`src/rtl/hazard_control_unit_if.sv`:
```
// Purpose: bundles the hazard inputs, pipeline strobes and perf counter of hazard_control_unit.
// Latency: none; this is a wiring bundle only.
// Backpressure: none; freeze/bubble/flush_mask are the back-pressure outputs carried here.
// Ports: master = pipeline side (drives hazard inputs, receives strobes),
//        slave  = hazard unit side (receives hazard inputs, drives strobes, counter and state).
interface hazard_control_unit_if #(
    parameter int REG_W        = 5,
    parameter int FLUSH_STAGES = 3,
    parameter int CNT_W        = 16
);
    logic                    dx_memRead;
    logic [REG_W-1:0]        dx_rd;
    logic [REG_W-1:0]        fd_rs1;
    logic [REG_W-1:0]        fd_rs2;
    logic                    fd_uses_rs2;
    logic                    branch_taken;
    logic                    jump;
    logic                    dmem_busy;
    logic                    perf_clr;
    logic                    freeze;
    logic                    bubble;
    logic [FLUSH_STAGES-1:0] flush_mask;
    logic [CNT_W-1:0]        stall_count;
    logic [1:0]              state;

    modport master (
        output dx_memRead, dx_rd, fd_rs1, fd_rs2, fd_uses_rs2,
               branch_taken, jump, dmem_busy, perf_clr,
        input  freeze, bubble, flush_mask, stall_count, state
    );

    modport slave (
        input  dx_memRead, dx_rd, fd_rs1, fd_rs2, fd_uses_rs2,
               branch_taken, jump, dmem_busy, perf_clr,
        output freeze, bubble, flush_mask, stall_count, state
    );
endinterface

```
`src/rtl/hazard_control_unit.sv`:
```
// Purpose: pipeline hazard controller: load-use stalls, branch/jump flushes, data-memory waits.
// Latency: freeze/bubble/flush_mask are same-cycle (Mealy); state and stall_count update on the next edge.
// Backpressure: dmem_busy outranks redirect, which outranks load-use; freeze holds PC and fetch/decode.
// Ports: CLK, RST (synchronous, active high); bus (slave modport) carries the decode/execute and
//        fetch/decode register indices, branch_taken/jump, dmem_busy, perf_clr in, and
//        freeze, bubble, flush_mask, stall_count, state out.
module hazard_control_unit #(
    parameter int REG_W        = 5,
    parameter int LU_STALL     = 1,
    parameter int FLUSH_STAGES = 3,
    parameter int FLUSH_CYCLES = 1,
    parameter int CNT_W        = 16
) (
    input  logic                  CLK,
    input  logic                  RST,
    hazard_control_unit_if.slave  bus
);

    typedef enum logic [1:0] {
        ST_RUN      = 2'd0,
        ST_LU       = 2'd1,
        ST_FLUSH    = 2'd2,
        ST_MEM_WAIT = 2'd3
    } state_t;

    // Reload values are "remaining cycles after this one"; a single-cycle
    // stall or flush never leaves RUN.
    localparam logic [1:0] LU_RELOAD = 2'(LU_STALL - 1);
    localparam logic [1:0] FL_RELOAD = 2'(FLUSH_CYCLES - 1);
    localparam state_t     LU_NEXT   = (LU_STALL > 1)     ? ST_LU    : ST_RUN;
    localparam state_t     FL_NEXT   = (FLUSH_CYCLES > 1) ? ST_FLUSH : ST_RUN;
    localparam logic [FLUSH_STAGES-1:0] MASK_ALL  = '1;
    localparam logic [FLUSH_STAGES-1:0] MASK_FD   = FLUSH_STAGES'(1);
    localparam logic [CNT_W-1:0]        CNT_MAX   = '1;

    state_t                  st;
    state_t                  st_nxt;
    logic [1:0]              cnt;
    logic [1:0]              cnt_nxt;
    logic [CNT_W-1:0]        stall_cnt;
    logic                    freeze_c;
    logic                    bubble_c;
    logic [FLUSH_STAGES-1:0] mask_c;
    logic                    lu_hit;
    logic                    redirect;

    // Register 0 is hard-wired zero, so it can never carry a load-use dependency.
    assign lu_hit = bus.dx_memRead && (bus.dx_rd != '0) &&
                    ((bus.dx_rd == bus.fd_rs1) ||
                     (bus.fd_uses_rs2 && (bus.dx_rd == bus.fd_rs2)));
    assign redirect = bus.branch_taken || bus.jump;

    always_comb begin
        freeze_c = 1'b0;
        bubble_c = 1'b0;
        mask_c   = '0;
        st_nxt   = st;
        cnt_nxt  = cnt;
        // Strobes stay quiet while reset is held; the sequential block
        // discards st_nxt/cnt_nxt in that case.
        if (!RST) begin
            case (st)
                ST_RUN, ST_LU: begin
                    if (bus.dmem_busy) begin
                        // Any pending load-use count is dropped; the pipeline
                        // re-evaluates the hazard once memory returns.
                        freeze_c = 1'b1;
                        st_nxt   = ST_MEM_WAIT;
                    end else if (redirect) begin
                        mask_c  = MASK_ALL;
                        st_nxt  = FL_NEXT;
                        cnt_nxt = FL_RELOAD;
                    end else if (st == ST_LU) begin
                        freeze_c = 1'b1;
                        bubble_c = 1'b1;
                        cnt_nxt  = cnt - 2'd1;
                        if (cnt == 2'd1) begin
                            st_nxt = ST_RUN;
                        end
                    end else if (lu_hit) begin
                        freeze_c = 1'b1;
                        bubble_c = 1'b1;
                        st_nxt   = LU_NEXT;
                        cnt_nxt  = LU_RELOAD;
                    end
                end
                ST_MEM_WAIT: begin
                    // A redirect held by the frozen pipeline is seen again in RUN.
                    if (bus.dmem_busy) begin
                        freeze_c = 1'b1;
                    end else begin
                        st_nxt = ST_RUN;
                    end
                end
                ST_FLUSH: begin
                    // The fetch/decode instruction is being squashed, so a
                    // load-use match against it is meaningless here.
                    if (bus.dmem_busy) begin
                        freeze_c = 1'b1;
                    end else if (redirect) begin
                        mask_c  = MASK_ALL;
                        cnt_nxt = FL_RELOAD;
                    end else begin
                        mask_c  = MASK_FD;
                        cnt_nxt = cnt - 2'd1;
                        if (cnt == 2'd1) begin
                            st_nxt = ST_RUN;
                        end
                    end
                end
                default: st_nxt = ST_RUN;
            endcase
        end
    end

    always_ff @(posedge CLK) begin
        if (RST) begin
            st        <= ST_RUN;
            cnt       <= 2'd0;
            stall_cnt <= '0;
        end else begin
            st  <= st_nxt;
            cnt <= cnt_nxt;
            // Clear wins over a simultaneous freeze cycle.
            if (bus.perf_clr) begin
                stall_cnt <= '0;
            end else if (freeze_c && (stall_cnt != CNT_MAX)) begin
                stall_cnt <= stall_cnt + 1'b1;
            end
        end
    end

    assign bus.freeze      = freeze_c;
    assign bus.bubble      = bubble_c;
    assign bus.flush_mask  = mask_c;
    assign bus.stall_count = stall_cnt;
    assign bus.state       = st;

endmodule

```
`src/flat_wrapper.sv`:
```
// flat-port wrapper written by rule: the top's interface ports become plain ports
module hazard_control_unit_flat 
#(
    parameter int REG_W        = 5,
    parameter int LU_STALL     = 1,
    parameter int FLUSH_STAGES = 3,
    parameter int FLUSH_CYCLES = 1,
    parameter int CNT_W        = 16
)
  (CLK, RST, bus_dx_memRead, bus_dx_rd, bus_fd_rs1, bus_fd_rs2, bus_fd_uses_rs2, bus_branch_taken, bus_jump, bus_dmem_busy, bus_perf_clr, bus_freeze, bus_bubble, bus_flush_mask, bus_stall_count, bus_state);
  hazard_control_unit_if #(.REG_W(REG_W), .FLUSH_STAGES(FLUSH_STAGES), .CNT_W(CNT_W)) bus_i ();
  input  logic CLK;
  input  logic RST;
  input wire logic [$bits(bus_i.dx_memRead)-1:0] bus_dx_memRead;
  input wire logic [$bits(bus_i.dx_rd)-1:0] bus_dx_rd;
  input wire logic [$bits(bus_i.fd_rs1)-1:0] bus_fd_rs1;
  input wire logic [$bits(bus_i.fd_rs2)-1:0] bus_fd_rs2;
  input wire logic [$bits(bus_i.fd_uses_rs2)-1:0] bus_fd_uses_rs2;
  input wire logic [$bits(bus_i.branch_taken)-1:0] bus_branch_taken;
  input wire logic [$bits(bus_i.jump)-1:0] bus_jump;
  input wire logic [$bits(bus_i.dmem_busy)-1:0] bus_dmem_busy;
  input wire logic [$bits(bus_i.perf_clr)-1:0] bus_perf_clr;
  output wire logic [$bits(bus_i.freeze)-1:0] bus_freeze;
  output wire logic [$bits(bus_i.bubble)-1:0] bus_bubble;
  output wire logic [$bits(bus_i.flush_mask)-1:0] bus_flush_mask;
  output wire logic [$bits(bus_i.stall_count)-1:0] bus_stall_count;
  output wire logic [$bits(bus_i.state)-1:0] bus_state;
  assign bus_i.dx_memRead = bus_dx_memRead;
  assign bus_i.dx_rd = bus_dx_rd;
  assign bus_i.fd_rs1 = bus_fd_rs1;
  assign bus_i.fd_rs2 = bus_fd_rs2;
  assign bus_i.fd_uses_rs2 = bus_fd_uses_rs2;
  assign bus_i.branch_taken = bus_branch_taken;
  assign bus_i.jump = bus_jump;
  assign bus_i.dmem_busy = bus_dmem_busy;
  assign bus_i.perf_clr = bus_perf_clr;
  assign bus_freeze = bus_i.freeze;
  assign bus_bubble = bus_i.bubble;
  assign bus_flush_mask = bus_i.flush_mask;
  assign bus_stall_count = bus_i.stall_count;
  assign bus_state = bus_i.state;
  hazard_control_unit #(.REG_W(REG_W), .LU_STALL(LU_STALL), .FLUSH_STAGES(FLUSH_STAGES), .FLUSH_CYCLES(FLUSH_CYCLES), .CNT_W(CNT_W)) u_core (.CLK(CLK), .RST(RST), .bus(bus_i));
endmodule
```
`config.mk`:
```
export PLATFORM = sky130hd
export DESIGN_NAME = hazard_control_unit_flat
export DESIGN_NICKNAME = d
export VERILOG_FILES = /design/src/rtl/hazard_control_unit_if.sv /design/src/rtl/hazard_control_unit.sv /design/src/flat_wrapper.sv
export SDC_FILE = /design/constraint.sdc
export NUM_CORES = 1
export LEC_CHECK = 0
export ABC_AREA = 0
export BUFFER_PORTS_ARGS = -buffer_cell sky130_fd_sc_hd__buf_2
export CORE_MARGIN = 3
export CORE_UTILIZATION = 52
export DETAILED_ROUTE_END_ITERATION = 12
export HOLD_SLACK_MARGIN = 0.05
export PLACE_DENSITY = 0.84
export SYNTH_ARGS = -nofsm -noshare
export SYNTH_HDL_FRONTEND = slang
export SYNTH_SLANG_ARGS = --single-unit
export TNS_END_PERCENT = 5
```
`constraint.sdc`:
```
create_clock -name CLK -period 4.8 [get_ports CLK]
set_clock_uncertainty 0.1 [all_clocks]
set_input_delay 1.2 -clock CLK [delete_from_list [all_inputs] [get_ports CLK]]
set_output_delay 1.2 -clock CLK [all_outputs]
set_load 0.05 [all_outputs]
```
* Word level (Yosys, flattened, before mapping)
Cells that the tools add are included.
** Word-level totals
- Bits in registers :: 20
- Logic and storage cells :: 63
** Cells by class
- $add $sub $neg :: 2
- Equal/unequal tests :: 13
- Mux-type cells :: 31
- Reduce and logical (&&, ||, !) cells :: 14
** Operator list (count)
- 2-to-1 mux 2 bit :: 13
- adder 16 x 1 -> 16 bit (second input constant) :: 1
- != test 16 bit (second input constant) :: 1
- 2-to-1 mux 3 bit :: 5
- == test 5 bit :: 2
- 2-to-1 mux 1 bit :: 9
- != test 2 bit (second input constant) :: 4
- AND reduction 4 bit :: 2
- one-hot mux 2 bit (3 select lines) :: 1
- one-hot mux 3 bit (2 select lines) :: 1
- OR reduction 2 bit :: 3
- != test 5 x 2 -> 1 bit (second input constant) :: 1
- nonzero test 5 bit :: 1
- == test 2 x 1 -> 1 bit (second input constant) :: 2
- == test 2 bit (second input constant) :: 2
- logical AND 1 bit :: 4
- != test 4 x 1 -> 1 bit (second input constant) :: 1
- one-hot mux 2 bit (2 select lines) :: 1
- logical NOT 2 bit :: 1
- logical OR 1 bit :: 2
- one-hot mux 1 bit (2 select lines) :: 1
- nonzero test 2 bit :: 1
- subtractor 2 x 1 -> 2 bit (second input constant) :: 1

* Depth between registers and ports, before layout
Gate-level depths: netlist (run 1).
- Word-level depth :: 11
- Mapped depth :: 8

* Worst setup path after synthesis (run 1)
OpenSTA, ideal clock, no wires.
- Path kind :: input to output
- Start point :: input bus_dx_rd[4]
- End point :: output bus_bubble
- Data arrival time :: 3.024 ns
- Data required time :: 3.500 ns
- Slack :: 0.476 ns
- Stages on the path :: 6
- Path buffers :: 0
- Path through :: xor2_1 nor4_1 a32oi_1 o21ai_0 nand2_1 nor3_1
** Between the ends
- Cells in the longest elaborated chain, start to end :: 10
** RTL lines
- start: declaration :: RTL line flat_wrapper.sv:15 : input wire logic [$bits(bus_i.dx_rd)-1:0] bus_dx_rd;
- == test 5 bit :: RTL line hazard_control_unit.sv:50 : (bus.fd_uses_rs2 && (bus.dx_rd == bus.fd_rs2)));
- logical AND 1 bit :: RTL line hazard_control_unit.sv:50
- logical OR 1 bit :: RTL line hazard_control_unit.sv:49 : ((bus.dx_rd == bus.fd_rs1) ||
- logical AND 1 bit * :: RTL line hazard_control_unit.sv:48 : assign lu_hit = bus.dx_memRead && (bus.dx_rd != '0) &&
- 2-to-1 mux 1 bit * :: RTL line hazard_control_unit.sv:80 : end else if (lu_hit) begin
- 2-to-1 mux 1 bit * :: RTL line hazard_control_unit.sv:73 : end else if (st == ST_LU) begin
- 2-to-1 mux 1 bit * :: RTL line hazard_control_unit.sv:69 : end else if (redirect) begin
- 2-to-1 mux 1 bit * :: RTL line hazard_control_unit.sv:64 : if (bus.dmem_busy) begin
- 2-to-1 mux 1 bit * :: RTL line hazard_control_unit.sv:62 : case (st)
- 2-to-1 mux 1 bit * :: RTL line hazard_control_unit.sv:61 : if (!RST) begin
- end: declaration :: RTL line flat_wrapper.sv:24 : output wire logic [$bits(bus_i.bubble)-1:0] bus_bubble;
Every way passes the cells marked *; elsewhere a longest branch is shown, timed or not.

* Worst setup path in the final report (run 1)
- Start point :: input bus_dx_rd[4]
- End point :: output bus_freeze
** Between the ends
- Cells in the longest elaborated chain, start to end :: 10
** RTL lines
- == test 5 bit :: RTL line hazard_control_unit.sv:50
- logical AND 1 bit :: RTL line hazard_control_unit.sv:50
- logical OR 1 bit :: RTL line hazard_control_unit.sv:49
- logical AND 1 bit * :: RTL line hazard_control_unit.sv:48
- 2-to-1 mux 1 bit * :: RTL line hazard_control_unit.sv:80
- 2-to-1 mux 1 bit * :: RTL line hazard_control_unit.sv:73
- 2-to-1 mux 1 bit * :: RTL line hazard_control_unit.sv:69
- 2-to-1 mux 1 bit * :: RTL line hazard_control_unit.sv:64
- one-hot mux 1 bit (2 select lines) * :: RTL line hazard_control_unit.sv:62
- 2-to-1 mux 1 bit * :: RTL line hazard_control_unit.sv:61
- end: declaration :: RTL line flat_wrapper.sv:23 : output wire logic [$bits(bus_i.freeze)-1:0] bus_freeze;
Marks and branches as above.

==> results of run 1 <==
-- worst paths after layout --
path | startpoint | end | slack (ps) | depth (start not counted)
worst max-delay path | bus_dx_rd[4] | bus_freeze | 800 | 7
worst min-delay path | u_core.cnt[1]$_SDFFE_PP0P_ | u_core.cnt[1]$_SDFFE_PP0P_ | 380 | 2
worst max register to register | u_core.bus.state[1]$_SDFFE_PP0P_ | u_core.bus.stall_count[7]$_SDFFE_PP0P_ | 2430 | 5
worst min register to register | u_core.cnt[1]$_SDFFE_PP0P_ | u_core.cnt[1]$_SDFFE_PP0P_ | 380 | 2
-- registers in the layout, summed over array words and instances (netlist names) --
name and count:
u_core.bus.stall_count 16, u_core.bus.state 2, u_core.cnt 2
-- power breakdown --
part / switching (µW) / total, µW / internal [µW] / leakage [µW]
Combinational: 38.0 / 58.8 / 20.8 / 0.000421
Sequential: 3.47 / 172 / 168 / 0.000162
Clock: 51.4 / 97.7 / 46.3 / 0.0000210
Total: 92.9 / 328 / 235 / 0.000604
-- per-layer routing --
metal / wire [µm] / GRT usage / vias to the layer above
met4: 10 / 0.0539 / 0
met2: 1350 / 0.349 / 49
li1: - / - / 671
met3: 223 / 0.0327 / 2
met1: 1270 / 0.276 / 576
met5: 0 / 0 / -
-- kinds of logic (layout without fill, tap and decap cells) --
| logic type | Yosys count | count (layout) | share of synthesized area |
|---|---|---|---|
| compound gates | 44 | 44 | 0.216 |
| xor+xnor | 11 | 11 | 0.0790 |
| fa+ha+maj | 2 | 2 | 0.0205 |
| buf+inv | 15 | 54 | 0.0513 |
| flops | 20 | 20 | 0.328 |
| mux | 1 | 1 | 0.00821 |
| simple gates | 68 | 68 | 0.296 |
-- cell usage after synthesis, drive strengths merged --
cell | n | area [µm²]
and3 | 4 | 25.0
inv | 4 | 15.0
xnor2 | 1 | 8.76
o21a | 1 | 7.51
a21oi | 16 | 80.1
or4 | 6 | 45.0
o31ai | 5 | 37.5
nor2 | 11 | 41.3
a211o | 1 | 8.76
or3 | 11 | 68.8
nand4 | 7 | 43.8
clkbuf | 7 | 26.3
xor2 | 10 | 87.6
nor3 | 5 | 25.0
mux2i | 1 | 10.0
dfxtp | 20 | 400
a32oi | 1 | 8.76
nand2 | 13 | 48.8
o21ai | 13 | 65.1
buf | 4 | 21.3
o31a | 2 | 17.5
ha | 2 | 25.0
or2 | 2 | 12.5
o41a | 1 | 11.3
nand3 | 4 | 20.0
nand2b | 3 | 18.8
o211ai | 2 | 15.0
nor4 | 2 | 12.5
a31oi | 2 | 12.5
-- stage by stage --
step | power (µW) | cells | utilization
2_1_floorplan | 215 | 161 | -
3_3_place_gp | 232 | 223 | 0.691
3_5_place_dp | 234 | 223 | 0.691
4_1_cts | 330 | 227 | 0.709
5_1_grt | 347 | 227 | 0.709
6_report | 328 | 227 | 0.709
-- area by class of cell --
| type | count | area share |
|---|---|---|
| clock buffer | 4 | 0.0246 |
| multi-input combinational | 126 | 0.513 |
| tap | 27 | 0.0229 |
| timing repair buffer | 46 | 0.158 |
| sequential | 20 | 0.271 |
| inverter | 4 | 0.0102 |
-- critical path: cells and delay by family --
kind | cells | cell delay [ps]
XOR/XNOR | 1 | 160
AND/OR/NAND/NOR | 1 | 300
buffers and inverters | 3 | 430
AO/OA/AOI/OAI | 2 | 600
==> results.json, run 1 <==
{
  "antenna_cells": 0,
  "cts_tree": "yes",
  "pre_cts_slack_ps": 802,
  "antenna_found_initial": 0,
  "syn-mean-instance-area_um2": 7.58,
  "hold_buffers": 0,
  "place.gp.congestion": 0.836,
  "vdd_drop_max_mv": 0.150,
  "finalMaxSlewViolations": 0,
  "rsz0062_at_grt": "false",
  "syn_inst": 161,
  "drtIter0Drc": 40,
  "slew_headroom": 0.714,
  "setup_tns_ps": 0,
  "cts_made_buffers": 3,
  "nFillCells": 175,
  "leakagePower_uw": 0.000604,
  "ys_seq_area_frac": 0.328,
  "die-area_um2": 2960,
  "crit_type": "input pin to primary output",
  "firstDrtPassIters": 4,
  "path_cells": "buf_2, xor2_1, nor4_1, a32oi_1, o41a_1, inv_1, buf_2",
  "post-cts-setup-buffer-count": 0,
  "drv_cap": 0,
  "clock.fmax_mhz": 250,
  "place_area_um2": 1440,
  "layout_setup_ws_ps": 804,
  "seqCellArea_um2": 400,
  "worstSetupStartpointType": "input pin",
  "vias": 1298,
  "clk_transition_reported_paths_ps": 110,
  "period_share": 0.832,
  "io_pins": 46,
  "final_cell_mix": "buf_2 (45), dfxtp_1 (20), a21oi_1 (16)",
  "cp.required_ps": 3500,
  "timing_hold_violations_final": 0,
  "fin_nets": 226,
  "dieHeight_um": 54.4,
  "holdWs_ps": 378,
  "worst_pin_slew_ps": 424,
  "clk_latency_ps": 300,
  "syn2layout_area_growth_pct": 20.9,
  "initial_core_util": 0.586,
  "cts-resized-gates": 0,
  "grt_pass1_wl_um": 4690,
  "finalSetupViolCount": 0,
  "post-route-min-period_ps": 4000,
  "rows": 16,
  "io_buffers": 45,
  "root_buffer": "clkbuf_4",
  "syn-cell-area_um2": 1220,
  "stdcell_area_um2": 1480,
  "ys_seq_elements": 20,
  "vias_per_cell": 5.72,
  "min_path_type": "flop to flop",
  "critPathMaxStageDelay_ps": 420,
  "multi_input_area_um2": 757,
  "grt_use_total": 0.208,
  "cp-end-kind": "primary output",
  "critical_path_arrival_ps": 2700,
  "grt_max_degree": 33,
  "clk_path_buf_depth": 2,
  "run_status": "complete, no violations",
  "clock_sinks": 20,
  "slowest_stage": "o41a_1",
  "drtAntennaViolNets": 0,
  "syn_nets": 186,
  "drt-wirelength-per-cell_um": 12.6,
  "drive_gt1_frac": 0.260,
  "design.core.area_um2": 2080,
  "die_w_um": 54.4,
  "synthDistinctLibCells": 32,
  "ys_warn_count": 0,
  "overflow": 0,
  "htreeDepth": 1,
  "grt_pass1_vias": 1137,
  "dp_hpwl_um": 2260,
  "routed_wirelength_um": 2860,
  "crit_fanout": 3,
  "cpMostUsedCell": "buf_2",
  "power_density_nw_per_um2": 222,
  "drc_errors": 0,
  "final_common_cell": "buf_2"
}
No activity file was read; power rests on OpenSTA's default activity.
==> inputs of run 2 (changes only) <==
Settings changed: CORE_UTILIZATION 52 to 48, PLACE_DENSITY 0.84 to 0.78.
Clock period 4.8 ns to 3.8 ns, I/O delays scaled along.
==> results.json, run 2 (synthesis gave the netlist of run 1 again) <==
{
  "run_status": "complete, no violations",
  "nFillCells": 221,
  "grt_pass1_wl_um": 5310,
  "drtAntennaViolNets": 0,
  "clk_latency_ps": 300,
  "worst_pin_slew_ps": 447,
  "final_cell_mix": "buf_2 (45), dfxtp_1 (20), a21oi_1 (16)",
  "post-route-min-period_ps": 3500,
  "slowest_stage": "o41a_1",
  "setup_tns_ps": 0,
  "cpMostUsedCell": "buf_2",
  "post-cts-setup-buffer-count": 0,
  "vias_per_cell": 5.80,
  "cts-resized-gates": 0,
  "rows": 17,
  "pwr-share-clk": 0.300,
  "initial_core_util": 0.526,
  "place.gp.congestion": 0.794,
  "grt_use_total": 0.200,
  "routed_wirelength_um": 3050,
  "period_share": 0.921,
  "drive_gt1_frac": 0.265,
  "crit_fanout": 3,
  "switching_share": 0.288,
  "drv_cap": 0,
  "grt_pass1_vias": 1270,
  "rsz0062_at_grt": "false",
  "leakagePower_uw": 0.000605,
  "path_cells": "buf_2, xor2_1, nor4_1, a32oi_1, o41a_1, inv_1, buf_2",
  "dieHeight_um": 56.4,
  "clock.fmax_mhz": 286,
  "worstSetupStartpointType": "input pin",
  "cts_tree": "yes",
  "stdcell_area_um2": 1480,
  "dp_hpwl_um": 2340,
  "io_buffers": 45,
  "firstDrtPassIters": 4,
  "pwr-share-seq": 0.520,
  "cp.required_ps": 2750,
  "critPathMaxStageDelay_ps": 420,
  "cts_made_buffers": 3,
  "p_comb_frac": 0.180,
  "crit_type": "input pin to primary output",
  "p_total_uw": 417,
  "timing_hold_violations_final": 0,
  "htreeDepth": 1,
  "min_path_type": "flop to flop",
  "drt-wirelength-per-cell_um": 13.4,
  "critical_path_arrival_ps": 2450,
  "finalMaxSlewViolations": 0,
  "crit_buf_inv": 3,
  "grt_max_degree": 33,
  "place_area_um2": 1450,
  "overflow": 0,
  "critPathTopFamily": "compound AO/OA/AOI/OAI gates",
  "internal-power_uw": 297,
  "switching_power_uw": 120,
  "hold_buffers": 0,
  "final_util": 0.639,
  "cp-end-kind": "primary output",
  "design.core.area_um2": 2320,
  "drc_errors": 0,
  "clock_sinks": 20,
  "clk_transition_reported_paths_ps": 110,
  "antenna_cells": 0,
  "vdd_drop_max_mv": 0.193,
  "die_w_um": 56.4,
  "clk_path_buf_depth": 2,
  "die-area_um2": 3180,
  "root_buffer": "clkbuf_4",
  "drtIter0Drc": 29,
  "largest_reg_flops": 16,
  "final_common_cell": "buf_2",
  "finalSetupViolCount": 0,
  "fin_nets": 226,
  "io_pins": 46,
  "slew_headroom": 0.699,
  "syn2layout_area_growth_pct": 21.4,
  "power_density_nw_per_um2": 282,
  "vias": 1323,
  "antenna_found_initial": 0
}
[run 2: cell counts in the layout (fill, tap and decap cells not counted)]
Identical to the previous run, type by type.
[run 2: final timing paths]
| check | to | start | cells after the start | slack [ps] |
|---|---|---|---|---|
| min reg2reg | u_core.cnt[1]$_SDFFE_PP0P_ | u_core.cnt[1]$_SDFFE_PP0P_ | 2 | 400 |
| min | u_core.cnt[1]$_SDFFE_PP0P_ | u_core.cnt[1]$_SDFFE_PP0P_ | 2 | 400 |
| max | bus_freeze | bus_dx_rd[4] | 7 | 300 |
| max reg2reg | u_core.bus.stall_count[7]$_SDFFE_PP0P_ | u_core.bus.state[1]$_SDFFE_PP0P_ | 5 | 1410 |
[run 2: through the flow]
stage | setup WS (ps) | hold WS [ps] | std cells
final | 301 | 401 | 228
after global placement | 335 | 357 | 224
after floorplan | 152 | 346 | 161
after detailed placement | 289 | 391 | 224
after global routing | 176 | 429 | 228
after CTS | 285 | 409 | 228
[run 2: metal layers]
metal / wire length, µm / track usage
met1: 1370 / 0.255
met5: 0 / 0
met3: 185 / 0.0345
met2: 1480 / 0.354
met4: 19 / 0.0373
[run 2: final cells by class]
cell class                 count  area, µm²  share of cell area
tap                           28       35.0              0.0236
clock buffer                   4       36.3              0.0245
multi-input combinational    126        762               0.514
sequential                    20        400               0.270
inverter                       4       15.0              0.0101
timing repair buffer          46        233               0.157
[run 2: worst min-delay path: stages, from the launching register on]
cell	delay, ps
dfxtp_1	330
nand2b_1	70
a21oi_1	60
[run 2: power groups by stage]
stage | clock (µW) | combinational [µW] | sequential (µW)
6_report | 125 | 75.2 | 217
5_1_grt | 138 | 82.6 | 217
4_1_cts | 131 | 75.9 | 217
3_5_place_dp | 0 | 75.4 | 221
3_3_place_gp | 0 | 72.9 | 221
2_1_floorplan | 0 | 46.1 | 226
